--- config.mk ---
export PLATFORM = sky130hd
export DESIGN_NAME = beep_pattern_gen_flat
export DESIGN_NICKNAME = d
export VERILOG_FILES = /design/src/rtl/beep_pattern_gen_if.sv /design/src/rtl/beep_pattern_gen.sv /design/src/flat_wrapper.sv
export SDC_FILE = /design/constraint.sdc
export NUM_CORES = 1
export LEC_CHECK = 0
export ABC_AREA = 1
export CORE_ASPECT_RATIO = 1.4
export CORE_MARGIN = 5
export CORE_UTILIZATION = 45
export DETAILED_ROUTE_END_ITERATION = 8
export PLACE_DENSITY = 0.63
export SLEW_MARGIN = 30
export SYNTH_ARGS = -nofsm -noshare
export SYNTH_HDL_FRONTEND = slang
export SYNTH_SLANG_ARGS = --single-unit
--- constraint.sdc ---
create_clock -name clk -period 2.35 [get_ports clk]
set_clock_uncertainty 0.05 [all_clocks]
set_input_delay 0.47 -clock clk [delete_from_list [all_inputs] [get_ports clk]]
set_output_delay 0.47 -clock clk [all_outputs]
set_load 0.05 [all_outputs]
--- src/rtl/beep_pattern_gen_if.sv ---
// Control handshake for the beep burst generator: start/beeps/stop requests in, busy/done status out.
// The master drives requests and observes status; the slave is the generator.
interface beep_pattern_gen_if;
    logic       start;
    logic [3:0] beeps;
    logic       stop;
    logic       busy;
    logic       done;

    modport master (
        output start,
        output beeps,
        output stop,
        input  busy,
        input  done
    );

    modport slave (
        input  start,
        input  beeps,
        input  stop,
        output busy,
        output done
    );
endinterface

--- src/rtl/beep_pattern_gen.sv ---
// Gates tone_in into a burst of N beeps with fixed on/off durations; BEEP_TONE_ALIGN_EN selects tone-aligned gating.
// busy rises one cycle after start; buzzer_out lags tone/gate by one cycle; start is ignored while busy, stop always wins.
module beep_pattern_gen #(
    parameter int unsigned ON_CYCLES  = 2700000,
    parameter int unsigned OFF_CYCLES = 2700000,
    parameter int unsigned CNT_W      = 32
) (
    input  logic               clk,
    input  logic               rst,
    beep_pattern_gen_if.slave  ctrl,
    input  logic               tone_in,
    output logic               buzzer_out
);

    localparam logic [CNT_W-1:0] ON_LOAD  = CNT_W'(ON_CYCLES - 1);
    localparam logic [CNT_W-1:0] OFF_LOAD = CNT_W'(OFF_CYCLES - 1);

    typedef enum logic [1:0] {
        S_IDLE = 2'd0,
        S_ON   = 2'd1,
        S_OFF  = 2'd2
    } state_t;

    state_t           state;
    state_t           state_nxt;
    logic [CNT_W-1:0] cnt;
    logic [CNT_W-1:0] cnt_nxt;
    logic [3:0]       remaining;
    logic [3:0]       remaining_nxt;
    logic             done_nxt;
    logic             busy_q;
    logic             done_q;
    logic             gate;

    always_ff @(posedge clk or posedge rst) begin
        if (rst) begin
            state     <= S_IDLE;
            cnt       <= '0;
            remaining <= '0;
            busy_q    <= 1'b0;
            done_q    <= 1'b0;
        end else begin
            state     <= state_nxt;
            cnt       <= cnt_nxt;
            remaining <= remaining_nxt;
            busy_q    <= (state_nxt != S_IDLE);
            done_q    <= done_nxt;
        end
    end

    always_comb begin
        state_nxt     = state;
        cnt_nxt       = cnt;
        remaining_nxt = remaining;
        done_nxt      = 1'b0;
        if (ctrl.stop) begin
            // Abort wins over everything, including a simultaneous start.
            state_nxt     = S_IDLE;
            cnt_nxt       = '0;
            remaining_nxt = '0;
        end else begin
            case (state)
                S_IDLE: begin
                    if (ctrl.start) begin
                        if (ctrl.beeps != 4'd0) begin
                            remaining_nxt = ctrl.beeps;
                            cnt_nxt       = ON_LOAD;
                            state_nxt     = S_ON;
                        end else begin
                            done_nxt = 1'b1;
                        end
                    end
                end
                S_ON: begin
                    if (cnt == '0) begin
                        if (remaining == 4'd1) begin
                            remaining_nxt = '0;
                            state_nxt     = S_IDLE;
                            done_nxt      = 1'b1;
                        end else begin
                            remaining_nxt = remaining - 4'd1;
                            cnt_nxt       = OFF_LOAD;
                            state_nxt     = S_OFF;
                        end
                    end else begin
                        cnt_nxt = cnt - CNT_W'(1);
                    end
                end
                S_OFF: begin
                    if (cnt == '0) begin
                        cnt_nxt   = ON_LOAD;
                        state_nxt = S_ON;
                    end else begin
                        cnt_nxt = cnt - CNT_W'(1);
                    end
                end
                default: begin
                    state_nxt = S_IDLE;
                end
            endcase
        end
    end

`ifdef BEEP_TONE_ALIGN_EN
    // Gate only moves while the tone is low, so a high phase is either passed whole or not at all.
    logic gate_q;

    always_ff @(posedge clk or posedge rst) begin
        if (rst) begin
            gate_q <= 1'b0;
        end else if (ctrl.stop) begin
            gate_q <= 1'b0;
        end else if (!tone_in) begin
            gate_q <= (state_nxt == S_ON);
        end
    end

    assign gate = gate_q;
`else
    assign gate = (state == S_ON);
`endif

    always_ff @(posedge clk or posedge rst) begin
        if (rst) begin
            buzzer_out <= 1'b0;
        end else begin
            buzzer_out <= tone_in & gate;
        end
    end

    assign ctrl.busy = busy_q;
    assign ctrl.done = done_q;

endmodule

--- src/flat_wrapper.sv ---
// flat-port wrapper written by rule: the top's interface ports become plain ports
module beep_pattern_gen_flat 
#(
    parameter int unsigned ON_CYCLES  = 2700000,
    parameter int unsigned OFF_CYCLES = 2700000,
    parameter int unsigned CNT_W      = 32
)
  (clk, rst, tone_in, buzzer_out, ctrl_start, ctrl_beeps, ctrl_stop, ctrl_busy, ctrl_done);
  beep_pattern_gen_if ctrl_i ();
  input  logic clk;
  input  logic rst;
  input  logic tone_in;
  output logic buzzer_out;
  input wire logic [$bits(ctrl_i.start)-1:0] ctrl_start;
  input wire logic [$bits(ctrl_i.beeps)-1:0] ctrl_beeps;
  input wire logic [$bits(ctrl_i.stop)-1:0] ctrl_stop;
  output wire logic [$bits(ctrl_i.busy)-1:0] ctrl_busy;
  output wire logic [$bits(ctrl_i.done)-1:0] ctrl_done;
  assign ctrl_i.start = ctrl_start;
  assign ctrl_i.beeps = ctrl_beeps;
  assign ctrl_i.stop = ctrl_stop;
  assign ctrl_busy = ctrl_i.busy;
  assign ctrl_done = ctrl_i.done;
  beep_pattern_gen #(.ON_CYCLES(ON_CYCLES), .OFF_CYCLES(OFF_CYCLES), .CNT_W(CNT_W)) u_core (.clk(clk), .rst(rst), .ctrl(ctrl_i), .tone_in(tone_in), .buzzer_out(buzzer_out));
endmodule
==> results of run 1 <==
## flip-flops by register name, summed over array words and instances, names as in the netlist
| signal | flops |
|---|---|
| u_core.remaining | 4 |
| u_core.ctrl.busy | 1 |
| u_core.buzzer_out | 1 |
| u_core.cnt | 32 |
| u_core.state | 2 |
| u_core.ctrl.done | 1 |
## area by class of cell
class	instances	area, sq um
Clock buffer	5	68.82
Clock inverter	3	65.06
Fill cell	636	2949
Inverter	55	206.4
Multi-Input combinational cell	318	1508
Sequential cell	41	1026
Tap cell	72	90.09
Timing Repair Buffer	23	212.7
## per-stage QoR
stage / utilization [%] / total power [uW] / std cells / hold slack [ns] / TNS, ns
2_1_floorplan: - / 1225 / 422 / 0.4255 / 0
5_1_grt: 51.86 / 2190 / 517 / 0.4811 / 0
3_5_place_dp: 49.63 / 1376 / 509 / 0.4604 / -0.6102
4_1_cts: 51.82 / 2069 / 517 / 0.4526 / 0
3_3_place_gp: 49.63 / 1367 / 509 / 0.4580 / -0.2692
6_report: 51.86 / 2051 / 517 / 0.4432 / 0
## power groups by stage
stage | registers, uW | logic, uW | clock network (uW)
6_report | 829 | 535 | 686
5_1_grt | 837 | 613 | 740
4_1_cts | 828 | 537 | 704
3_5_place_dp | 841 | 535 | 0
3_3_place_gp | 841 | 527 | 0
2_1_floorplan | 834 | 391 | 0
## cell usage after synthesis
master,count,share of area (%)
nor2_2,3,0.67
a21oi_4,1,0.58
o211ai_1,1,0.27
inv_2,2,0.27
o21ai_0,25,4.5
inv_1,53,7.1
nor3_2,1,0.36
o22ai_1,2,0.45
nand3_2,1,0.36
buf_1,1,0.13
nor3_1,9,1.6
nand3_1,32,5.7
dfrtp_1,41,37
ha_1,8,3.6
buf_4,2,0.54
nor2_1,79,11
nand2_2,3,0.67
nand2_1,117,16
a21oi_1,6,1.1
buf_2,3,0.54
buf_6,2,0.81
nand4_1,6,1.3
o21ai_1,8,1.4
nor2_4,1,0.40
o21bai_1,4,1.1
xnor2_1,2,0.63
xor2_1,9,2.8
## what timing repair did
item | 4_1_cts | 5_1_grt
hold endpoints to repair | 0 | 0
setup endpoints to repair | 0 | 12
setup buffers | 0 | 0
gates resized for setup | 0 | 1
## layout by cell type (no fill, tap or decap), types with 5 or more instances in the layout
cell / synthesis / layout
nand2_1: 117 / 117
nor2_1: 79 / 78
inv_1: 53 / 52
dfrtp_1: 41 / 41
nand3_1: 32 / 32
o21ai_0: 25 / 25
clkdlybuf4s50_1: 0 / 11
buf_4: 2 / 11
nor3_1: 9 / 9
xor2_1: 9 / 9
o21ai_1: 8 / 8
ha_1: 8 / 8
nand4_1: 6 / 6
a21oi_1: 6 / 6
clkbuf_8: 0 / 5
## cells by family after synthesis
kind of cell / share of synthesized area [%]
buffers and inverters: 9.404
AND/OR/NAND/NOR: 37.48
adder cells (fa/ha/maj): 3.583
XOR/XNOR: 3.449
flip-flops: 36.72
AO/OA/AOI/OAI: 9.360
## routing by layer
layer	GRT usage, %	vias to the layer above	wire, microns
li1	-	1366	-
met1	20.23	1194	2905
met2	36.08	47	3525
met3	2.860	22	154
met4	7.537	0	273
met5	0	-	0
## path summary, 6_finish.rpt
path / slack, ns / endpoint / cells past startpoint
max reg2reg: 0.27 / u_core.cnt[30] / 9
max in group asynchronous: 1.30 / u_core.cnt[15] / 3
min reg2reg: 0.48 / u_core.remaining[1] / 2
min: 0.44 / u_core.cnt[7] / 2
min in group clk: 0.48 / u_core.remaining[1] / 2
max: 0.27 / u_core.cnt[30] / 9
==> run summary, run 1 <==
status - finished clean
worst slack, placed - -0.1241 ns
# IOs - 12
Clk pwr share - 33.5%
drt pass-1 iters - 4
slowest stage delay, CP - 0.37 ns
most frequent CP cell - nand3_1
Gate Count Post-Synth - 422
H-tree depth - 2
PortBufs - 11
GR Overflow Total - 0
highest clock rate - 0.4797 GHz
Placed Area - 0.003040 sq mm
Die ar. - 0.007907 sq mm
Rel. slew slack - 53.91%
DRT iter0 DRCs - 138
Seq pwr share - 40.4%
LEAKAGE - 0.001590 uW
sw frac - 32.85%
Gate power share - 26.1%
RR Startpoint - u_core.cnt[0]
fin crit period - 2.085 ns
Critical Path RT - 2.49 ns
worst setup path start - u_core.cnt[0]
Hold Fails Final Rpt - 0
root buffer cell - clkbuf_8
clock sinks - 41
Residual DRC - 0
ant diodes - 0
Avg WL per Cell - 13.27 microns
Final nets - 461
CTS tree - done
initial antenna violation count - 0
critical path peak fanout - 5
# setup viols final - 0
critical-path cell list - inv_1 -> ha_1 -> nand3_1 -> nor2_1 -> nand3_1 -> nor3_1 -> nand3_1 -> nand2_1 -> nor2_1
Worst EP arrival - 2.22 ns
CP Capture Type - flip-flop
Synth Net Count - 439
Seq/Total Area, Yosys - 36.72%
Starting Density - 45.61%
Worst path slowest cell - dfrtp_1
# rows - 34
Core Area - 0.006126 sq mm
worst-margin pin slew - 0.6871 ns
CTS Buffer Depth - 2
Int Power - 1377 uW
Final HPWL DP - 5316 microns
DRT antenna net count - 0
worst-skew pair later-pin latency - 0.30 ns
DIE WIDTH - 76.60 microns
vias in the first global route - 2610
Post-Syn Area - 0.002794 sq mm
Vias - 2629
Mapped Avg Cell Area - 6.621 sq um
final worst slack - 0.2654 ns
gr usage total - 18.62%
global placer's final weighted congestion - 0.9151
crit start category - flip-flop
CP Class - flip-flop to flip-flop
crit path buf inv count - 1
first-pass GRT wire length - 11940 microns
Power Density - 645.5 mW/mm^2
VDD IR max - 0.3209 mV
CTS Hold Buffers Added - 0
switching power - 673.5 uW
critical path's top delay family - simple AND/OR/NAND/NOR gates
share of layout cells above drive strength 1 - 7.416%
Syn. warnings - 0
Final Cycle Share - 88.71%
fin area - 0.003177 sq mm
drt via density - 5.085
largest net degree at the start of global routing - 25
cts bufs inserted - 5
area grow syn2layout - 13.70%
HP Class - input port to async pin
Final Max Slew Viols - 0
RSZ-0062 raised after global routing - false
die height - 103.2 microns
synth unique cells - 27
register bit total from synthesis - 41
WL final - 6859 microns
# Max-Cap Violations - 0
clock slew at reported path FFs - 0.08 ns
Power figures use the tool's default switching activity.
==> inputs of run 2 (changes only) <==
--- a/config.mk
+++ b/config.mk
@@ -8,9 +8,10 @@
 export ABC_AREA = 1
 export CORE_ASPECT_RATIO = 1.4
 export CORE_MARGIN = 5
-export CORE_UTILIZATION = 45
+export CORE_UTILIZATION = 40
 export DETAILED_ROUTE_END_ITERATION = 8
-export PLACE_DENSITY = 0.63
+export GPL_TIMING_DRIVEN = 0
+export PLACE_DENSITY = 0.58
 export SLEW_MARGIN = 30
 export SYNTH_ARGS = -nofsm -noshare
 export SYNTH_HDL_FRONTEND = slang
==> run summary, run 2 (same netlist as run 1, synthesis figures left out) <==
status - finished clean
Avg WL per Cell - 13.38 microns (+0.85%)
H-tree depth - 2 (unchanged)
largest reg by FF count - u_core.cnt
Critical Path RT - 2.52 ns (+0.03 ns)
Finished Core Util - 46.13% (-5.7 points)
Vias - 2629 (unchanged)
PortBufs - 11 (unchanged)
critical path peak fanout - 10 (+5)
gr usage total - 18.10% (-0.52 points)
share of layout cells above drive strength 1 - 7.207% (-0.21 points)
die height - 108.9 microns (+5.5%)
HP Class - input port to async pin
ant diodes - 0 (unchanged)
Rel. slew slack - 64.59% (+11 points)
Core Area - 0.006892 sq mm (+12%)
CTS tree - done
area grow syn2layout - 13.79% (about the same)
drt via density - 4.878 (-4.1%)
crit start category - input port
Final HPWL DP - 5509 microns (+3.6%)
FF-to-FF path depth - 11 (+2)
initial antenna violation count - 0 (unchanged)
vias in the first global route - 2576 (-1.3%)
clock slew at reported path FFs - 0.08 ns (about the same)
global placer's final weighted congestion - 0.9045 (-1.2%)
cts bufs inserted - 5 (unchanged)
Starting Density - 40.54% (-5.1 points)
CP Class - input port to flip-flop
drt pass-1 iters - 4 (unchanged)
DRT iter0 DRCs - 107 (-22%)
max reg flops - 32 (unchanged)
Final Max Slew Viols - 0 (unchanged)
worst-margin pin slew - 0.5312 ns (-0.1559 ns)
Hold Slack - 0.4221 ns (-0.02112 ns)
root buffer cell - clkbuf_8
WL final - 7212 microns (+5.1%)
DIE WIDTH - 80.64 microns (+5.3%)
most common cell after layout, fill and taps aside - nand2_1
clock sinks - 41 (unchanged)
VDD IR max - 0.2771 mV (-14%)
Residual DRC - 0 (unchanged)
CTS Hold Buffers Added - 0 (unchanged)
largest net degree at the start of global routing - 25 (unchanged)
most frequent cells in the layout - nand2_1 (117), nor2_1 (77), inv_1 (52)
CP Capture Type - flip-flop
RSZ-0062 raised after global routing - false
# setup viols final - 0 (unchanged)
worst-skew pair later-pin latency - 0.30 ns (about the same)
first-pass GRT wire length - 12190 microns (+2.1%)
CTS Buffer Depth - 2 (unchanged)
# rows - 36 (+5.9%)
highest clock rate - 0.4654 GHz (-3.0%)
Power Density - 623.3 mW/mm^2 (-3.4%)
fin crit period - 2.149 ns (+0.06409 ns)
LEAKAGE - 0.001572 uW (-1.1%)
Final Cycle Share - 91.43% (+2.7 points)
Largest regs - u_core.cnt x32, u_core.remaining x4, u_core.state x2
DRT antenna net count - 0 (unchanged)
Die ar. - 0.008780 sq mm (+11%)
Final nets - 460 (-0.22%)
GR Overflow Total - 0 (unchanged)
# IOs - 12 (unchanged)
Worst EP arrival - 2.32 ns (+0.10 ns)
# Max-Cap Violations - 0 (unchanged)
Hold Fails Final Rpt - 0 (unchanged)
==> run 2: cell types whose count changed in the layout (fill, tap and decap cells not counted), sizes merged <==
cell,change
inv,+1
bufinv,-1
buf,-1
clkbuf,+2
clkinv,-2
==> run 2: timing repair <==
action | CTS | global route
endpoints found under the hold margin | 0 | 0
resized for setup | 0 | 2
endpoints found under the setup margin | 0 | 23
setup buffers | 0 | 2
==> run 2: through the flow <==
stage	cells	instance area [sq um]	worst slack, ns	power, uW	setup TNS, ns
floorplan	422	2794	0.5172	1225	0
global placement	528	3023	-0.2521	1366	-10.44
detailed placement	529	3043	-0.2640	1376	-6.934
CTS	537	3159	0.05977	2002	0
global route	539	3179	0.03585	2124	0
finish	539	3179	0.2013	1982	0
==> run 2: worst paths after layout <==
kind / end / start / slack, ns
min: u_core.cnt[12] / rst / 0.42
max reg2reg: u_core.cnt[1] / u_core.state[1] / 0.23
min reg2reg: u_core.remaining[1] / u_core.remaining[1] / 0.49
max: u_core.cnt[1] / ctrl_stop / 0.20
min in group clk: u_core.remaining[1] / u_core.remaining[1] / 0.49
max in group asynchronous: u_core.state[1] / rst / 1.35
==> run 2: final cells by class <==
| type | instances | area, sq um |
|---|---|---|
| timing repair buffer | 14 | 145.1 |
| sequential | 41 | 1026 |
| buffer | 8 | 56.30 |
| tap | 95 | 118.9 |
| inverter | 55 | 206.4 |
| multi-input combinational | 318 | 1510 |
| clock inverter | 1 | 30.03 |
| fill | 735 | 3712 |
| clock buffer | 7 | 86.33 |
==> run 2: per-layer routing <==
metal | GRT usage [%] | up-vias | part of all wire [%]
li1 | - | 1363 | -
met1 | 21.41 | 1201 | 43
met2 | 32.11 | 47 | 51
met3 | 2.562 | 18 | 2.8
met4 | 8.092 | 0 | 3.1
met5 | 0 | - | 0
==> run 2: critical path, cell delays in order <==
cell and delay (ns):
clkdlybuf4s50_1 0.59, inv_2 0.05, buf_2 0.19, nand3_1 0.10
nand3_1 0.14, inv_1 0.10, nand2_2 0.11, nor2_2 0.23
buf_6 0.18, nand2_1 0.05, o21ai_0 0.07
==> run 2: power breakdown <==
group	internal, uW	switching, uW
registers	766	61.8
logic	187	354
clock network	347	265
total	1300	681
